--- config.mk ---
export PLATFORM = sky130hd
export DESIGN_NAME = wordle_guess_scorer
export DESIGN_NICKNAME = d
export VERILOG_FILES = /design/src/rtl/wordle_guess_scorer.sv
export SDC_FILE = /design/constraint.sdc
export NUM_CORES = 1
export LEC_CHECK = 0
export ABC_AREA = 1
export CAP_MARGIN = 20
export CELL_PAD_IN_SITES_DETAIL_PLACEMENT = 1
export CELL_PAD_IN_SITES_GLOBAL_PLACEMENT = 2
export CORE_ASPECT_RATIO = 1.1
export CORE_MARGIN = 1.5
export CORE_UTILIZATION = 35
export CTS_BUF_LIST = sky130_fd_sc_hd__clkbuf_16
export DETAILED_ROUTE_END_ITERATION = 8
export GPL_TIMING_DRIVEN = 0
export PLACE_DENSITY = 0.91
export SETUP_SLACK_MARGIN = 0.02
export SYNTH_ARGS = -nofsm -noshare
export SYNTH_HDL_FRONTEND = slang
export SYNTH_SLANG_ARGS = --single-unit
--- constraint.sdc ---
create_clock -name Clk -period 13.4 [get_ports Clk]
set_input_delay 1.34 -clock Clk [delete_from_list [all_inputs] [get_ports Clk]]
set_output_delay 1.34 -clock Clk [all_outputs]
set_load 0.01 [all_outputs]
--- src/rtl/wordle_guess_scorer.sv ---
// Scores one five-letter guess against a target word and streams the five
// green/yellow/white colors into a color array, one column per cycle.
module wordle_guess_scorer #(
  parameter int         NROWS    = 6,
  parameter logic [2:0] C_GREEN  = 3'b010,
  parameter logic [2:0] C_YELLOW = 3'b110,
  parameter logic [2:0] C_WHITE  = 3'b111
) (
  input  logic        Clk,
  input  logic        reset_n,
  input  logic        start,
  input  logic [39:0] guess,
  input  logic [39:0] target,
  input  logic [2:0]  row,
  output logic        busy,
  output logic        cw_en,
  output logic [2:0]  cw_row,
  output logic [2:0]  cw_col,
  output logic [2:0]  cw_color,
  output logic        done,
  output logic        win,
  output logic        err
);

  localparam logic [2:0] S_IDLE   = 3'd0;
  localparam logic [2:0] S_GREEN  = 3'd1;
  localparam logic [2:0] S_YELLOW = 3'd2;
  localparam logic [2:0] S_WRITE  = 3'd3;
  localparam logic [2:0] S_DONE   = 3'd4;

  localparam logic [3:0] NROWS_W = 4'(NROWS);

  logic [2:0] state_q;
  logic [2:0] i_q;
  logic [4:0] used_q;
  logic [2:0] color_q [5];
  logic [7:0] gss_q [5];
  logic [7:0] tgt_q [5];
  logic [2:0] row_q;
  logic       err_q;

  logic       req_ok;
  logic       accept;
  logic       last;
  logic       y_hit;
  logic [2:0] y_idx;
  logic       all_green;

  // NOTE: every always_comb output gets a default first so no latch is inferred.
  always_comb begin
    req_ok = ({1'b0, row} < NROWS_W);
    for (int k = 0; k < 5; k++) begin
      if (guess[39-8*k -: 8] < 8'h41 || guess[39-8*k -: 8] > 8'h5A) req_ok = 1'b0;
    end
  end

  assign accept = (state_q == S_IDLE) && start && req_ok;
  assign last   = (i_q == 3'd4);

  // Scanning from the top down leaves the lowest matching unused position.
  always_comb begin
    y_hit = 1'b0;
    y_idx = 3'd0;
    for (int j = 4; j >= 0; j--) begin
      if (!used_q[j] && tgt_q[j] == gss_q[i_q]) begin
        y_hit = 1'b1;
        y_idx = j[2:0];
      end
    end
  end

  always_comb begin
    all_green = 1'b1;
    for (int k = 0; k < 5; k++) begin
      if (color_q[k] != C_GREEN) all_green = 1'b0;
    end
  end

  // NOTE: the captured job data needs no reset; it is only read after an
  // accepted start has loaded it, so it lives in its own reset-free block.
  always_ff @(posedge Clk) begin
    if (accept) begin
      for (int k = 0; k < 5; k++) begin
        gss_q[k] <= guess[39-8*k -: 8];
        tgt_q[k] <= target[39-8*k -: 8];
      end
      row_q <= row;
    end
  end

  // NOTE: sequential state uses non-blocking assignments only.
  always_ff @(posedge Clk or negedge reset_n) begin
    if (!reset_n) begin
      state_q <= S_IDLE;
      i_q     <= 3'd0;
      used_q  <= '0;
      err_q   <= 1'b0;
      for (int k = 0; k < 5; k++) color_q[k] <= 3'd0;
    end else begin
      err_q <= 1'b0;
      case (state_q)
        S_IDLE: begin
          if (start && !req_ok) begin
            err_q <= 1'b1;
          end else if (accept) begin
            state_q <= S_GREEN;
            i_q     <= 3'd0;
            used_q  <= '0;
            for (int k = 0; k < 5; k++) color_q[k] <= 3'd0;
          end
        end
        S_GREEN: begin
          if (gss_q[i_q] == tgt_q[i_q]) begin
            color_q[i_q] <= C_GREEN;
            used_q[i_q]  <= 1'b1;
          end else begin
            color_q[i_q] <= C_WHITE;
          end
          i_q <= last ? 3'd0 : i_q + 3'd1;
          if (last) state_q <= S_YELLOW;
        end
        S_YELLOW: begin
          if (color_q[i_q] != C_GREEN && y_hit) begin
            color_q[i_q]  <= C_YELLOW;
            used_q[y_idx] <= 1'b1;
          end
          i_q <= last ? 3'd0 : i_q + 3'd1;
          if (last) state_q <= S_WRITE;
        end
        S_WRITE: begin
          i_q <= last ? 3'd0 : i_q + 3'd1;
          if (last) state_q <= S_DONE;
        end
        S_DONE:  state_q <= S_IDLE;
        default: state_q <= S_IDLE;
      endcase
    end
  end

  // Outputs decode straight from state so reset clears them asynchronously.
  assign busy     = (state_q != S_IDLE);
  assign cw_en    = (state_q == S_WRITE);
  assign cw_row   = cw_en ? row_q : 3'd0;
  assign cw_col   = cw_en ? i_q : 3'd0;
  assign cw_color = cw_en ? color_q[i_q] : 3'd0;
  assign done     = (state_q == S_DONE);
  assign win      = done && all_green;
  assign err      = err_q;

endmodule

==> metrics.txt <==
postcts setup bufs=0; status=completed; crit path max-delay cell type=a211oi_1; CP startpoint kind=flop; I/O pins=100; CP max stage delay=0.49 ns; crit-path leading delay family=buffers and inverters; I/O Buffers=99; GP Congestion=0.866; clk slew on worst S/H paths=0.07 ns; sequential cell area fraction in the yosys report=0.518; Mapped Cells=708; Peak VDD IR=0.0725 mV; worst slew pin tran=0.736 ns; ANT cells=0; synthesis-to-layout area growth=27.0%; Hold WS=0.485 ns; via count=5182; Final Util=0.455; Arr. time, crit path=2.76 ns; Die Area=18300 um^2; antenna-violating nets left=0; fmax=244 MHz; P_int=0.811 mW; final period utilization=0.306; Hold Buf Count CTS=0; Final Hold Vio Count=0; Final setup viols=0; Synth Net Count=796; crit path cell chain=buf_4 > inv_4 > buf_6 > nand2_2 > inv_1 > a211oi_1 > nor2_1 > clkdlybuf4s50_1; largest net degree at the start of global routing=41; Core ar.=17100 um^2; final setup TNS=0 ns; unrepaired setup endpoints after global routing=no; Logic pwr share=0.535; Avg WL per Cell=17.6 um; Area contributors post-synth=edfxtp_1 (41%), nand2_1 (12%), dfrtp_1 (11%); vias in the first global route=5566; Power Total=1.50 mW; Finished Cell Area=7770 um^2; Synth top area share=0.407; layout cells sized above 1=0.101; post-layout net count=909; Slew Limit Fails=0; Worst EP required=12.06 ns; Flop pwr share=0.281; CTS tree=built; sw frac=0.458; global route overflow=0; max_cap viols=0; critical path buffer and inverter count=5; Starting Density=0.358; total iterations of the first detailed-routing run=4; number of synthesis warnings=0; GRT Overall Usage=0.213; first-pass GRT wire length=29300 um; clk_skew=0.00665 ns; HPWL after DPL=14800 um; Psw=0.684 mW; DR vias/cell=4.89; Slew Limit Headroom=0.508; Synth cell types=44; Detailed Route WL=18600 um; Skew-Pair Late Insertion Delay=0.36 ns; critical path class=flop to primary output; initial antenna violation count=0; Worst Hold Class=flop to flop; minimum clock period=4.10 ns; CTS buffer count=9; num rows=50; post-CTS sizing=0; clk sink count=110; number of synthesized register bits=110; area of placed instances=7480 um^2; die width=129 um; Max FO, Critical Path=10; area leader, netlist=edfxtp_1; DRC viols=0; CTS Buffer Depth=2; Synth Cell Area=6120 um^2; Pleak=3.36 nW; Die Ht=142 um; H-tree depth=3; pwr dens=192 nW/um^2; initial drt markers=301; Clk Tree Root Cell=clkbuf_16; Clk network pwr share=0.184; nature of the critical path endpoint=primary output; syn avg cell area=8.65 um^2
[worst paths after layout]
check,slack (ns),to,cells past startpoint,startpoint
worst max-delay path,9.30,cw_color[0],8,i_q[0]
worst min-delay path,0.49,used_q[1],2,used_q[1]
worst max register to register,10.56,color_q[14],15,i_q[0]
worst min register to register,0.49,used_q[1],2,used_q[1]
max in group asynchronous,11.45,used_q[4],2,reset_n
min in group asynchronous,1.41,color_q[13],1,reset_n
[metrics by stage]
| step | std cells | worst slack [ns] |
|---|---|---|
| floorplan | 708 | 7.49 |
| global placement | 1041 | 5.45 |
| detailed placement | 1044 | 9.10 |
| CTS | 1059 | 9.28 |
| global route | 1059 | 9.21 |
| finish | 1059 | 9.30 |
[logic make-up (layout without fill, tap and decap cells)]
group                    after synthesis  after routing  synth area share
AO/OA/AOI/OAI                         70             70            0.0746
XOR/XNOR                              15             15            0.0215
adder cells (fa/ha/maj)                2              2           0.00409
buffers and inverters                122            239            0.0865
flip-flops                           110            110             0.518
AND/OR/NAND/NOR                      389            389             0.296
[final cells by class]
class	instances	area, um^2
buffer	13	115
clock buffer	9	225
clock inverter	6	70.1
fill	1974	9300
inverter	109	414
multi-input combinational	476	2430
sequential	110	3170
tap	234	293
timing repair buffer	102	1060
[cells in the final DEF, fill, tap and decap left out, drive strengths merged, types with 10 or more instances in the layout]
cell,instances
nor2,90
nand2,216
clkbuf,10
buf,15
clkdlybuf4s50,99
dfrtp,27
edfxtp,83
o22ai,13
xor2,10
a21oi,19
nand4,17
o21ai,18
inv,110
nor3,12
nand3,48
[power groups by stage]
stage	Combinational, mW	Sequential, mW	Clock (mW)
final	0.800	0.421	0.275
after CTS	0.804	0.421	0.280
after global placement	0.776	0.426	0
after global routing	0.888	0.425	0.290
after floorplan	0.557	0.421	0
after detailed placement	0.797	0.428	0
[worst register-to-register path, cell delays in order (launching register included)]
cell	delay, ns
dfrtp_1	0.40
buf_4	0.19
inv_4	0.13
buf_6	0.17
nand2_2	0.22
inv_1	0.34
nand2_1	0.09
nand2_1	0.07
nor2_1	0.05
xor2_1	0.14
nor2_1	0.11
nand2_1	0.14
o21ai_4	0.29
nand2_1	0.14
a21oi_1	0.20
a21oi_1	0.06
[registers in the layout, indices dropped and copies added (netlist names)]
name,flops
gss_q,40
tgt_q,40
color_q,15
used_q,5
i_q,3
row_q,3
state_q,3
err,1
[Yosys cell counts (all sizes together)]
cell and n:
edfxtp 83, o21a 2, o21bai 1, o21ai 18
nand2 216, ha 2, nor3 12, o221ai 1
a21oi 19, a211oi 4, nor4 3, nand3b 3
nand4 17, nor2 90, xor2 10, o211ai 3
dfrtp 27, buf 12, o22ai 13, a32o 2
clkbuf 1, o2111ai 1, a31oi 1, a22oi 5
nand3 48, xnor2 5, clkinv 1, inv 108
[per-layer routing]
metal / up-vias / track usage / wire length, um
li1: 2540 / - / -
met1: 2522 / 0.263 / 8010
met2: 98 / 0.377 / 9560
met3: 22 / 0.0290 / 589
met4: 0 / 0.0804 / 447
met5: - / 0 / 0
No activity file was read; power rests on OpenSTA's default activity.
